--- src/rtl/spi_reg_responder.sv ---
// SPI mode-0 responder exposing a byte-wide register bank. SCLK, SS_n and MOSI
// are oversampled in the Clk domain; nothing is clocked by SCLK.
module spi_reg_responder #(
  parameter int unsigned NREGS     = 16,
  parameter logic [7:0]  RESET_VAL = 8'h00
) (
  input  logic       Clk,
  input  logic       Reset,
  input  logic       SCLK,
  input  logic       SS_n,
  input  logic       MOSI,
  output logic       MISO,
  output logic       MISO_OE,
  input  logic [7:0] STATUS,
  input  logic [4:0] RD_ADDR,
  output logic [7:0] RD_DATA,
  output logic       WR_STROBE,
  output logic [4:0] WR_ADDR,
  output logic [7:0] WR_DATA,
  output logic       BUSY
);

  localparam logic [1:0] ST_IDLE = 2'd0;
  localparam logic [1:0] ST_CMD  = 2'd1;
  localparam logic [1:0] ST_DATA = 2'd2;

  // [0],[1] form the synchronizer; [2] is the edge-detect history flop
  logic [2:0] sclk_sync_q;
  logic [2:0] ss_sync_q;
  logic [1:0] mosi_sync_q;

  logic [1:0] state_q,     state_d;
  logic [7:0] tx_q,        tx_d;
  logic [7:0] rx_q,        rx_d;
  logic [7:0] next_tx_q,   next_tx_d;
  logic [2:0] bitcnt_q,    bitcnt_d;
  logic [4:0] addr_q,      addr_d;
  logic       dir_q,       dir_d;
  logic       armed_q,     armed_d;
  logic       miso_oe_q,   miso_oe_d;
  logic       busy_q,      busy_d;
  logic       wr_strobe_q, wr_strobe_d;
  logic [4:0] wr_addr_q,   wr_addr_d;
  logic [7:0] wr_data_q,   wr_data_d;
  logic [7:0] regs_q [NREGS];
  logic [7:0] regs_d [NREGS];

  logic       sclk_rise, sclk_fall, ss_rise, ss_fall;
  logic [7:0] rx_byte;

  function automatic logic is_impl(input logic [4:0] a);
    return 32'(a) < NREGS;
  endfunction

  function automatic logic [7:0] reg_rd(input logic [4:0] a);
    logic [7:0] v;
    v = '0;
    for (int unsigned i = 0; i < NREGS; i++) begin
      if (a == 5'(i)) v = regs_q[i];
    end
    return v;
  endfunction

  // Synchronizers reset low so a select already asserted at reset never
  // produces a falling edge; arming needs a genuine high on SS_n first.
  always_ff @(posedge Clk) begin
    if (Reset) begin
      sclk_sync_q <= '0;
      ss_sync_q   <= '0;
      mosi_sync_q <= '0;
    end else begin
      sclk_sync_q <= {sclk_sync_q[1:0], SCLK};
      ss_sync_q   <= {ss_sync_q[1:0], SS_n};
      mosi_sync_q <= {mosi_sync_q[0], MOSI};
    end
  end

  assign sclk_rise = sclk_sync_q[1] & ~sclk_sync_q[2];
  assign sclk_fall = ~sclk_sync_q[1] & sclk_sync_q[2];
  assign ss_rise   = ss_sync_q[1] & ~ss_sync_q[2];
  assign ss_fall   = ~ss_sync_q[1] & ss_sync_q[2];
  assign rx_byte   = {rx_q[6:0], mosi_sync_q[1]};

  always_comb begin
    state_d     = state_q;
    tx_d        = tx_q;
    rx_d        = rx_q;
    next_tx_d   = next_tx_q;
    bitcnt_d    = bitcnt_q;
    addr_d      = addr_q;
    dir_d       = dir_q;
    armed_d     = armed_q | ss_sync_q[1];
    miso_oe_d   = miso_oe_q;
    busy_d      = busy_q;
    wr_strobe_d = 1'b0;
    wr_addr_d   = wr_addr_q;
    wr_data_d   = wr_data_q;
    regs_d      = regs_q;

    case (state_q)
      ST_IDLE: begin
        if (armed_q && ss_fall) begin
          state_d   = ST_CMD;
          tx_d      = STATUS;
          miso_oe_d = 1'b1;
          busy_d    = 1'b1;
          bitcnt_d  = '0;
        end
      end
      ST_CMD, ST_DATA: begin
        if (ss_rise) begin
          state_d   = ST_IDLE;
          tx_d      = '0;
          miso_oe_d = 1'b0;
          busy_d    = 1'b0;
        end else if (sclk_rise) begin
          rx_d     = rx_byte;
          bitcnt_d = bitcnt_q + 3'd1;
          if (bitcnt_q == 3'd7) begin
            if (state_q == ST_CMD) begin
              state_d = ST_DATA;
              dir_d   = rx_byte[1];
              if (rx_byte[1]) begin
                addr_d    = rx_byte[7:3];
                next_tx_d = '0;
              end else begin
                addr_d    = rx_byte[7:3] + 5'd1;
                next_tx_d = reg_rd(rx_byte[7:3]);
              end
            end else if (dir_q) begin
              if (is_impl(addr_q)) begin
                for (int unsigned i = 0; i < NREGS; i++) begin
                  if (addr_q == 5'(i)) regs_d[i] = rx_byte;
                end
                wr_strobe_d = 1'b1;
                wr_addr_d   = addr_q;
                wr_data_d   = rx_byte;
              end
              next_tx_d = '0;
              addr_d    = addr_q + 5'd1;
            end else begin
              next_tx_d = reg_rd(addr_q);
              addr_d    = addr_q + 5'd1;
            end
          end
        end else if (sclk_fall) begin
          // bit counter at zero means a byte boundary: present the next byte
          tx_d = (bitcnt_q == 3'd0) ? next_tx_q : {tx_q[6:0], 1'b0};
        end
      end
      default: state_d = ST_IDLE;
    endcase
  end

  always_ff @(posedge Clk) begin
    if (Reset) begin
      state_q     <= ST_IDLE;
      tx_q        <= '0;
      rx_q        <= '0;
      next_tx_q   <= '0;
      bitcnt_q    <= '0;
      addr_q      <= '0;
      dir_q       <= 1'b0;
      armed_q     <= 1'b0;
      miso_oe_q   <= 1'b0;
      busy_q      <= 1'b0;
      wr_strobe_q <= 1'b0;
      wr_addr_q   <= '0;
      wr_data_q   <= '0;
      for (int unsigned i = 0; i < NREGS; i++) regs_q[i] <= RESET_VAL;
    end else begin
      state_q     <= state_d;
      tx_q        <= tx_d;
      rx_q        <= rx_d;
      next_tx_q   <= next_tx_d;
      bitcnt_q    <= bitcnt_d;
      addr_q      <= addr_d;
      dir_q       <= dir_d;
      armed_q     <= armed_d;
      miso_oe_q   <= miso_oe_d;
      busy_q      <= busy_d;
      wr_strobe_q <= wr_strobe_d;
      wr_addr_q   <= wr_addr_d;
      wr_data_q   <= wr_data_d;
      regs_q      <= regs_d;
    end
  end

  always_comb RD_DATA = reg_rd(RD_ADDR);

  assign MISO      = miso_oe_q & tx_q[7];
  assign MISO_OE   = miso_oe_q;
  assign BUSY      = busy_q;
  assign WR_STROBE = wr_strobe_q;
  assign WR_ADDR   = wr_addr_q;
  assign WR_DATA   = wr_data_q;

endmodule
--- config.mk ---
export PLATFORM = sky130hd
export DESIGN_NAME = spi_reg_responder
export DESIGN_NICKNAME = d
export VERILOG_FILES = /design/src/rtl/spi_reg_responder.sv
export SDC_FILE = /design/constraint.sdc
export NUM_CORES = 1
export LEC_CHECK = 0
export CAP_MARGIN = 5
export CELL_PAD_IN_SITES_DETAIL_PLACEMENT = 0
export CELL_PAD_IN_SITES_GLOBAL_PLACEMENT = 1
export CORE_UTILIZATION = 41
export CTS_CLUSTER_SIZE = 14
export DETAILED_ROUTE_END_ITERATION = 10
export PLACE_DENSITY = 0.85
export RECOVER_POWER = 25
export SYNTH_ARGS = -nofsm -noshare
export SYNTH_HDL_FRONTEND = slang
export SYNTH_SLANG_ARGS = --single-unit
--- constraint.sdc ---
create_clock -name Clk -period 2.8 [get_ports Clk]
set_clock_uncertainty 0.1 [all_clocks]
set_input_delay 0.56 -clock Clk [delete_from_list [all_inputs] [get_ports Clk]]
set_output_delay 0.56 -clock Clk [all_outputs]
set_load 0.1 [all_outputs]
# ---- Word level (Yosys, flattened, before mapping)
# Index checks and enable logic that the tools add are counted.
# W data, S select, Z words.
dict set report word_totals {
  latchBits 0
  mem_bits_rw 0
  inputBits 18
  ff_bits 186
  mem_bits_ro 0
  wordCells 214
  out_inout_bits 25
  memories 0
}
dict set report classes {
  n_shift 0
  reduce_logical 33
  n_div 0
  n_lt_le_gt_ge 1
  bitwise 16
  muxes 73
  eq_ne 57
  mul 0
  n_addsub 3
}
# operator count
set op_table {}
lappend op_table {{$mux W8} 56}
lappend op_table {{$reduce_and A8 Y1} 16}
lappend op_table {{$eq A5 B4 Y1 const B} 24}
lappend op_table {{$eq A5 B3 Y1 const B} 12}
lappend op_table {{$eq A5 B2 Y1 const B} 6}
lappend op_table {{$pmux W8 S2} 1}
lappend op_table {{$reduce_and A4 Y1} 4}
lappend op_table {{$eq A5 B1 Y1 const B} 3}
lappend op_table {{$logic_not A5 Y1} 3}
lappend op_table {{$ne A3 B3 Y1 const B} 5}
lappend op_table {{$add A5 B1 Y5 const B} 2}
lappend op_table {{$mux W2} 5}
lappend op_table {{$mux W5} 2}
lappend op_table {{$not A1 Y1} 10}
lappend op_table {{$mux W3} 3}
lappend op_table {{$ne A2 B2 Y1 const B} 4}
lappend op_table {{$reduce_and A7 Y1} 1}
lappend op_table {{$reduce_or A7 Y1} 1}
lappend op_table {{$pmux W3 S2} 1}
lappend op_table {{$reduce_and A3 Y1} 2}
lappend op_table {{$and A1 B1 Y1} 5}
lappend op_table {{$lt A5 B5 Y1 const B} 1}
lappend op_table {{$reduce_and A5 Y1} 1}
lappend op_table {{$pmux W2 S2} 1}
lappend op_table {{12 further kinds} 14}

# ---- Longest topological paths before layout
dict set report depth {
  word_depth 19
  ltp_mapped 13
  depth_no_buf 10
}

# ---- Worst setup path before layout
# No wires, ideal clock.
dict set report synth_path {
  path_kind {input to output}
  start {in RD_ADDR[4]}
  end {out RD_DATA[6]}
  arrival_ps 4742
  setup_slack_ps -2602
  path_buffers 1
  path_stages 7
  cell_sequence {buf_2 nand3b_1 nor2_1 a221oi_1 a221oi_1 a21oi_1 o41ai_1}
}
dict set report synth_between {
  elab_chain_len 17
  word_cells_on_any_way 32
}
# item line_no
set synth_rtl {}
lappend synth_rtl {{start, declared} 15} ;# input logic [4:0] RD_ADDR,
lappend synth_rtl {{$logic_not A5 Y1} 59} ;# if (a == 5'(i)) v = regs_q[i];
lappend synth_rtl {{$mux W8 (15 in a row)} 59}
lappend synth_rtl {{$mux W8 *} 59}
lappend synth_rtl {{end, declared} 16} ;# output logic [7:0] RD_DATA,
# Every way passes the cells marked *; elsewhere a longest branch is shown, timed or not.

# ---- Final worst setup path
dict set report layout_path {
  start {in RD_ADDR[0]}
  end {out RD_DATA[3]}
}
# The elaborated chain is that of the path after synthesis.

==> summary.md <==
| Metric | Value |
|---|---|
| Status | `finished with violations` |
| Failing checks | `setup timing` |
| RePlAce Congestion | `1.06` |
| Ys Warns | `0` |
| Cells on worst reg2reg path | `11` |
| Drt drc | `0` |
| Leak Pwr | `5.40 nW` |
| Worst setup path class | `in2out` |
| Post-DP Area | `14200 µm²` |
| Port Buffers | `42` |
| Clk_lat worst skew | `470 ps` |
| Synth Area in Simple Gates | `0.274` |
| Crit end category | `output port` |
| Vias | `14.3k` |
| Via density | `6.31` |
| H-tree depth | `4` |
| Post-synthesis register bit count | `186` |
| Die X | `171 µm` |
| Yosys cell types | `84` |
| Largest family of logic cells by synthesized area | `compound AO/OA/AOI/OAI gates` |
| Worst-case clock buffer depth | `2` |
| Slew Limit Fails | `0` |
| Initial Util | `0.419` |
| Drt total wl | `60700 µm` |
| Fmax | `330 MHz` |
| Worst flop-to-flop path endpoint | `next_tx_q[2]` |
| Gr ovfl total | `0` |
| Die area | `29100 µm²` |
| Crit start category | `primary input` |
| Hold WC Path Type | `reg2reg` |
| Core area | `27900 µm²` |
| Largest net degree at the start of global routing | `127` |
| Wire length per cell | `26.8 µm` |
| Reg clk slew, reported paths | `70 ps` |
| Tmin final | `3030 ps` |
| Setup Viol. Count Final | `8` |
| Synth Flop Type | `dfxtp_1` |
| TritonCTS clock tree | `yes` |
| Peak supply drop | `605 µV` |
| Top post-synthesis cells by area | `dfxtp_1, nand2_1, a21oi_1` |
| Crit-path max FO | `7` |
| RSZ-0062 raised after global routing | `true` |
| Die height | `171 µm` |
| Post-route ant nets | `0` |
| Ports | `43` |
| Worst Tran Pin Value | `1440 ps` |
| Post-Synthesis Cell Area | `11700 µm²` |
| Synth Area in Adders | `0.0161` |
| Commonest non-fill, non-tap cells in the layout | `nand2_1, a21oi_1, buf_4, dfxtp_1, nor2_1` |
| Hold Path End | `ss_sync_q[1]` |
| GRT Overall Usage | `0.421` |
| Leading area contributor after synthesis | `dfxtp_1` |
| First-pass GRT wire length | `88500 µm` |
| DPL Wire Length | `46000 µm` |
| EDFF count, synth | `0` |
| Iter 0 DRT Violations | `1979` |
| Final hold vios | `0` |
| Worst slew margin | `0.0432` |
| Register area share after synthesis | `0.319` |
| Period utilization | `1.08` |
| Initial DRT Pass Iterations | `6` |
| Num Clock Sinks | `186` |
| Hold Path Origin | `ss_sync_q[0]` |
| Power Dens Cells | `405 nW/µm²` |
| Final Util | `0.556` |
| Vias in the first global route | `13.0k` |
| XOR/XNOR Fraction of Synth Area | `0.00225` |
| Synth Area in Compound Gates | `0.304` |
| Nets@finish | `1901` |
| Setup ws final | `-230 ps` |
| Worst Path Arrival | `2370 ps` |
| Reg2reg setup slack | `0 ps` |
| Max-cap violations | `0` |
| Synth top area share | `0.319` |
| Mux cell area share after synthesis | `0.0266` |
| Hold path depth | `1` |
| Initial antenna violation count | `3` |
| CTS root buffer | `clkbuf_16` |
| Mapped Nets | `1704` |
| Async SR Flop Fraction | `0` |
| Required time worst endpoint | `2140 ps` |
| Most common cell after layout, fill and taps aside | `nand2_1` |
| TritonCTS buffer count | `17` |
| Post-Synthesis Cells | `1671` |
| Avg Synthesized Cell Area | `6.99 µm²` |
| Final Instance Area | `15500 µm²` |
| Area Overhead vs Synth | `32.6%` |
| R2R Path Start | `rx_q[2]` |
| Rows | `61` |
| Share of cells above drive strength 1 | `0.234` |
-- layer usage --
layer	track usage	share of wire	vias up
li1	-	-	6366
met1	0.588	0.43	6866
met2	0.577	0.40	879
met3	0.158	0.14	146
met4	0.157	0.034	0
met5	0	0	-
-- cells in the mapped netlist, types with 16 or more instances --
cell type	number
a211oi_1	20
a21oi_1	253
a221oi_1	17
a22oi_1	25
a31oi_1	20
buf_1	22
buf_2	33
clkbuf_1	70
dfxtp_1	186
inv_1	36
mux2i_1	22
nand2_1	389
nand2b_1	16
nand3_1	32
nor2_1	127
nor2b_1	27
nor3_1	20
o21ai_0	78
o221ai_1	16
o22ai_1	23
-- cell families after synthesis --
family | Yosys count
AOI/OAI and AO/OA | 570
xor gates and xnor gates | 3
adders and majority gates | 15
buffers and inverters | 168
DFF | 186
muxes | 29
and+or+nand+nor | 700
-- flip-flops by register name (all words and copies together) (netlist names), 2 cells and up --
signal,count
regs_q,128
bitcnt_q,3
next_tx_q,8
sclk_sync_q,3
state_q,2
ss_sync_q,3
mosi_sync_q,2
addr_q,5
WR_ADDR,5
tx_q,8
WR_DATA,8
rx_q,7
-- what timing repair did --
item                       4_1_cts  5_1_grt
pin swaps                       30       29
hold buffers                     0        0
setup endpoints to repair        9       86
setup buffers                   10       10
cloned                           2        1
resized for setup               95       58
-- worst max-delay path, stage by stage --
cell and delay (ps):
buf_8 90, buf_12 130, nor2_4 40, and3b_2 210
a222oi_1 310, nand3_1 150, a221o_1 330, a22oi_2 270
o31ai_4 90, buf_12 180
-- where the power goes --
group | switching [W] | internal (W)
Sequential | 0.0000222 | 0.00269
Clock | 0.00127 | 0.00146
Combinational | 0.000527 | 0.000310
-- how the worst max path moves through the flow --
stage,from,endpoint,slack [ps],depth (start not counted)
after global placement,RD_ADDR[1],RD_DATA[3],-750,10
after CTS,RD_ADDR[2],RD_DATA[6],-230,10
after global routing,RD_ADDR[0],RD_DATA[2],-290,10
after detailed placement,RD_ADDR[1],RD_DATA[3],-800,10
after floorplan,RD_ADDR[1],RD_DATA[6],-630,7
final,RD_ADDR[0],RD_DATA[3],-230,10
-- cell type report --
class / count / area, µm²
well taps: 378 / 473
inverters: 41 / 158
repair buffers: 305 / 2640
fillers: 2695 / 12400
diodes: 2 / 5.00
multi-input cells: 1317 / 7820
clock buffers: 17 / 425
clock inverters: 15 / 231
flip-flops and latches: 186 / 3730
-- through the flow --
stage          instances  hold slack, ps  TNS [ps]  worst slack (ps)  total power [W]
3_5_place_dp        2206             328     -5520              -799          0.00353
3_3_place_gp        2206             321     -5330              -754          0.00352
4_1_cts             2250             352     -1160              -235          0.00627
6_report            2261             349     -1090              -230          0.00628
5_1_grt             2259             370     -1730              -286          0.00646
2_1_floorplan       1671             314     -1480              -626          0.00327
(Power assumes the default switching activity.)
==> patch 1 (same settings) <==
`tx_q`, `rx_q`, `addr_q`, `wr_addr_q` and `wr_data_q` no longer have a reset.
--- a/src/rtl/spi_reg_responder.sv
+++ b/src/rtl/spi_reg_responder.sv
@@ -156,9 +156,6 @@
     if (Reset) begin
       state_q     <= ST_IDLE;
-      tx_q        <= '0;
-      rx_q        <= '0;
       next_tx_q   <= '0;
       bitcnt_q    <= '0;
-      addr_q      <= '0;
       dir_q       <= 1'b0;
       armed_q     <= 1'b0;
@@ -166,14 +163,9 @@
       busy_q      <= 1'b0;
       wr_strobe_q <= 1'b0;
-      wr_addr_q   <= '0;
-      wr_data_q   <= '0;
       for (int unsigned i = 0; i < NREGS; i++) regs_q[i] <= RESET_VAL;
     end else begin
       state_q     <= state_d;
-      tx_q        <= tx_d;
-      rx_q        <= rx_d;
       next_tx_q   <= next_tx_d;
       bitcnt_q    <= bitcnt_d;
-      addr_q      <= addr_d;
       dir_q       <= dir_d;
       armed_q     <= armed_d;
@@ -181,8 +173,14 @@
       busy_q      <= busy_d;
       wr_strobe_q <= wr_strobe_d;
-      wr_addr_q   <= wr_addr_d;
-      wr_data_q   <= wr_data_d;
       regs_q      <= regs_d;
     end
+  end
+
+  always_ff @(posedge Clk) begin
+    tx_q      <= tx_d;
+    rx_q      <= rx_d;
+    addr_q    <= addr_d;
+    wr_addr_q <= wr_addr_d;
+    wr_data_q <= wr_data_d;
   end
 
Function: not settled (the Yosys comparison gave no result); the edit may change what the design does.
==> patch 1 against the unedited design <==
The flow finishes with violations (max-capacitance violations, max-slew violations, negative setup slack). Power rose by 3.9%. Cell area rose by 4.3%. Synthesized cell count fell by 6.6%. Sequential cell count did not move. First-iteration DRC count fell by 6.7%. Critical path depth fell by 2. Area after synthesis rose by 4.1%. Setup slack got worse by 0.19 ns. Count of clock-buffer cells in the layout rose by 1. Routed wire length rose by 7.0%. Highest routed layer is now met5.
==> patch 1: results (changes against the unedited design) <==
Outcome
  • Status: complete, but fails checks
  • Failing checks: max-capacitance violations, max-slew violations, negative setup slack

Placed design
  • HPWL Detailed: 49.2 mm (+7.0%)
  • Final GP Congestion: 1.08 (+1.7%)
  • Place WS: -0.774 ns (+0.0252 ns)
  • DP Area: 0.0150 mm2 (+6.0%)

Worst setup path
  • Worst r2r src: rx_q[5]$_DFFE_PP_
  • R2R setup slack: -0.31 ns (-0.31 ns)
  • CP arrival: 2.56 ns (+0.19 ns)
  • Crit path launch: regs_q[109]$_SDFFE_PP0P_
  • Critical-path maximum fanout: 2 (-5)
  • Register-to-Register Path Depth: 8 (-3)

GRT
  • Initial antenna violation count: 1 (-2)
  • GR Util met3: 11.5% (-4.4 points)
  • Met2 usage: 62.1% (+4.4 points)
  • First-pass GRT wire length: 92.5 mm (+4.5%)
  • Largest net degree at the start of global routing: 101 (-20%)
  • Number of global-route vias before repair: 13400 (+3.5%)
  • Grt met1 use: 57.2% (-1.6 points)

Hold path
  • Endpoint, Worst Hold: mosi_sync_q[1]$_SDFF_PP0_
  • Worst Hold Launch: mosi_sync_q[0]$_SDFF_PP0_

Timing
  • Slew Limit Fails: 159 (+159)
  • Worst slew pin tran: 2.09 ns (+0.651 ns)
  • Final setup TNS: -3.50 ns (-2.41 ns)
  • Final Setup Violations: 16 (+8)
  • Final worst slack: -0.421 ns (-0.191 ns)
  • Final hold slack: 0.350 ns (+0.000895 ns)

Logic synthesis
  • Register area share after synthesis: 33.4% (+1.5 points)
  • Synth cell types: 87 (+3.6%)
  • Mux share of post-synthesis cell area: 7.60% (+4.9 points)
  • Largest cells by area after synthesis: dfxtp_1 (25%), edfxtp_1 (8.2%), a21oi_1 (7.1%)
  • Compound-cell area share of the yosys netlist: 24.8% (-5.5 points)
  • Commonest cells in the netlist: nand2_1 (182), a21oi_1 (173), nor2_1 (157), dfxtp_1 (153), mux2i_1 (81)
  • Post-synth EDFFs: 33 (+33)
  • Syn avg cell area: 7.79 um2 (+11%)
  • Synth Area in XOR/XNOR: 0.433% (+0.21 points)

Final layout
  • Ant. Diodes: 0 (-2)
  • Final net count: 1827 (-3.9%)
  • Non-Filler Instances: 2191 (-3.1%)

Pwr
  • VDD IR max: 0.437 mV (-28%)
  • P_sw: 2.04 mW (+12%)
  • Clk. pwr: 2.43 mW (-11%)
  • Final Power: 6.52 mW (+3.9%)

Drt
  • Drt pass-1 iters: 7 (+1)
  • Routed wl met3: 8.15 mm (-4.9%)
  • Uppermost routed layer: met5
  • DRT iter0 DRCs: 1846 (-6.7%)
  • Vias: 14300 (+0.049%)
  • WL met2: 26.9 mm (+11%)

CTS
  • Post-CTS Setup Bufs: 7 (-3)
  • PostCTS Resize Cnt: 93 (-2.1%)

Flow run
  • Max-cap violation count: 4 (+4)
[patch 1: cell type report]
cell class                 instances  area, um2
fill                            2721      12800
timing repair buffer             347       2920
multi-input combinational       1193       7940
clock buffer                      18        439
inverter                          49        189
tap                              384        480
clock inverter                    14        124
sequential                       186       4060
[patch 1: how the worst max path moves through the flow]
stage                  to  slack, ns  cells past startpoint
6_report       RD_DATA[5]      -0.42                      8
5_1_grt        RD_DATA[5]      -0.45                      8
4_1_cts        RD_DATA[5]      -0.47                      8
3_5_place_dp   RD_DATA[5]      -0.77                      8
3_3_place_gp   RD_DATA[5]      -0.83                      8
2_1_floorplan  RD_DATA[5]      -1.63                      7
[patch 1: worst max-delay path, stage by stage (launching register included)]
cell and delay (ns):
dfxtp_2 0.34, mux4_2 0.34, mux2i_1 0.12, nor2_1 0.12, a311oi_1 0.05, or3_4 0.40
a222oi_1 0.35, buf_4 0.19, buf_12 0.16
==> patch 2 (same flow settings) <==
Made on the original files. Change the parameter `NREGS` from 16 to 32.
--- a/src/rtl/spi_reg_responder.sv
+++ b/src/rtl/spi_reg_responder.sv
@@ -2,5 +2,5 @@
 // are oversampled in the Clk domain; nothing is clocked by SCLK.
 module spi_reg_responder #(
-  parameter int unsigned NREGS     = 16,
+  parameter int unsigned NREGS     = 32,
   parameter logic [7:0]  RESET_VAL = 8'h00
 ) (
Function: not settled (the Yosys comparison gave no result); the edit may change what the design does.
==> patch 2 against the unedited design <==
The run still ends with negative setup slack left. Register-to-register slack got worse by 0.44 ns. Routed wire length rose by 120%. Sequential cell count rose by 128. Area after synthesis rose by 83%. Cell area rose by 100%. Setup slack got worse by 0.88 ns. Power rose by 66%. Sequential power rose by 66%. Highest routed layer is now met5.
==> patch 2: results (changes against the unedited design) <==
Outcome
  • Status: complete, but fails checks
  • Failing checks: negative setup slack

Final layout
  • Buffers, non-clock: 840 (+180%)
  • Sequential share of cell area: 20.1% (-4.0 points)
  • Clock buffers: 54 (+37)
  • Layout clock area frac: 3.69% (-0.55 points)
  • Layout non-clock buf frac: 23.3% (+6.3 points)
  • Area of the multi-input gates: 0.0155 mm2 (+99%)
  • Final net count: 3627 (+91%)

Timing
  • Final worst slack: -1.11 ns (-0.881 ns)
  • Final Setup Violations: 84 (+76)

CTS
  • Htree depth: 2 (-2)

Placed design
  • HPWL Detailed: 99.8 mm (+120%)

Drt
  • Uppermost routed layer: met5
  • Routed wl met3: 18.0 mm (+110%)
  • DRT iter0 DRCs: 4004 (+100%)

Logic synthesis
  • Post-Syn Instances: 3000 (+80%)
  • Synth Area in XOR/XNOR: 0.123% (-0.10 points)
  • Synth cell types: 92 (+9.5%)
  • Compound-cell area share of the yosys netlist: 32.7% (+2.3 points)
  • Commonest cells in the netlist: nand2_1 (439), a21oi_1 (411), o21ai_0 (341), dfxtp_1 (314), nor2_1 (256)

Worst setup path
  • CP arrival: 3.25 ns (+0.88 ns)
  • Critical-path maximum fanout: 2 (-5)

Pwr
  • Pint: 7.62 mW (+71%)
  • Pleak: 11.9 nW (+120%)

GRT
  • GR Util met3: 13.5% (-2.3 points)
patch 2: path summary, 6_finish.rpt:
check	from	to	slack (ns)	cells after the start
setup / recovery	regs_q[230]$_SDFFE_PP0P_	RD_DATA[6]	-1.11	9
hold / removal	sclk_sync_q[0]$_SDFF_PP0_	sclk_sync_q[1]$_SDFF_PP0_	0.34	1
setup reg to reg	rx_q[4]$_SDFFE_PP0P_	next_tx_q[5]$_SDFFE_PP0P_	-0.44	12
hold reg to reg	sclk_sync_q[0]$_SDFF_PP0_	sclk_sync_q[1]$_SDFF_PP0_	0.34	1
patch 2: power by group through the flow:
stage	logic (mW)	clock network, mW	registers [mW]
floorplan	0.591	0	4.61
detailed placement	1.00	0	4.59
CTS	1.11	4.81	4.49
global route	1.21	4.98	4.49
finish	1.17	4.77	4.49
global placement	1.00	0	4.59
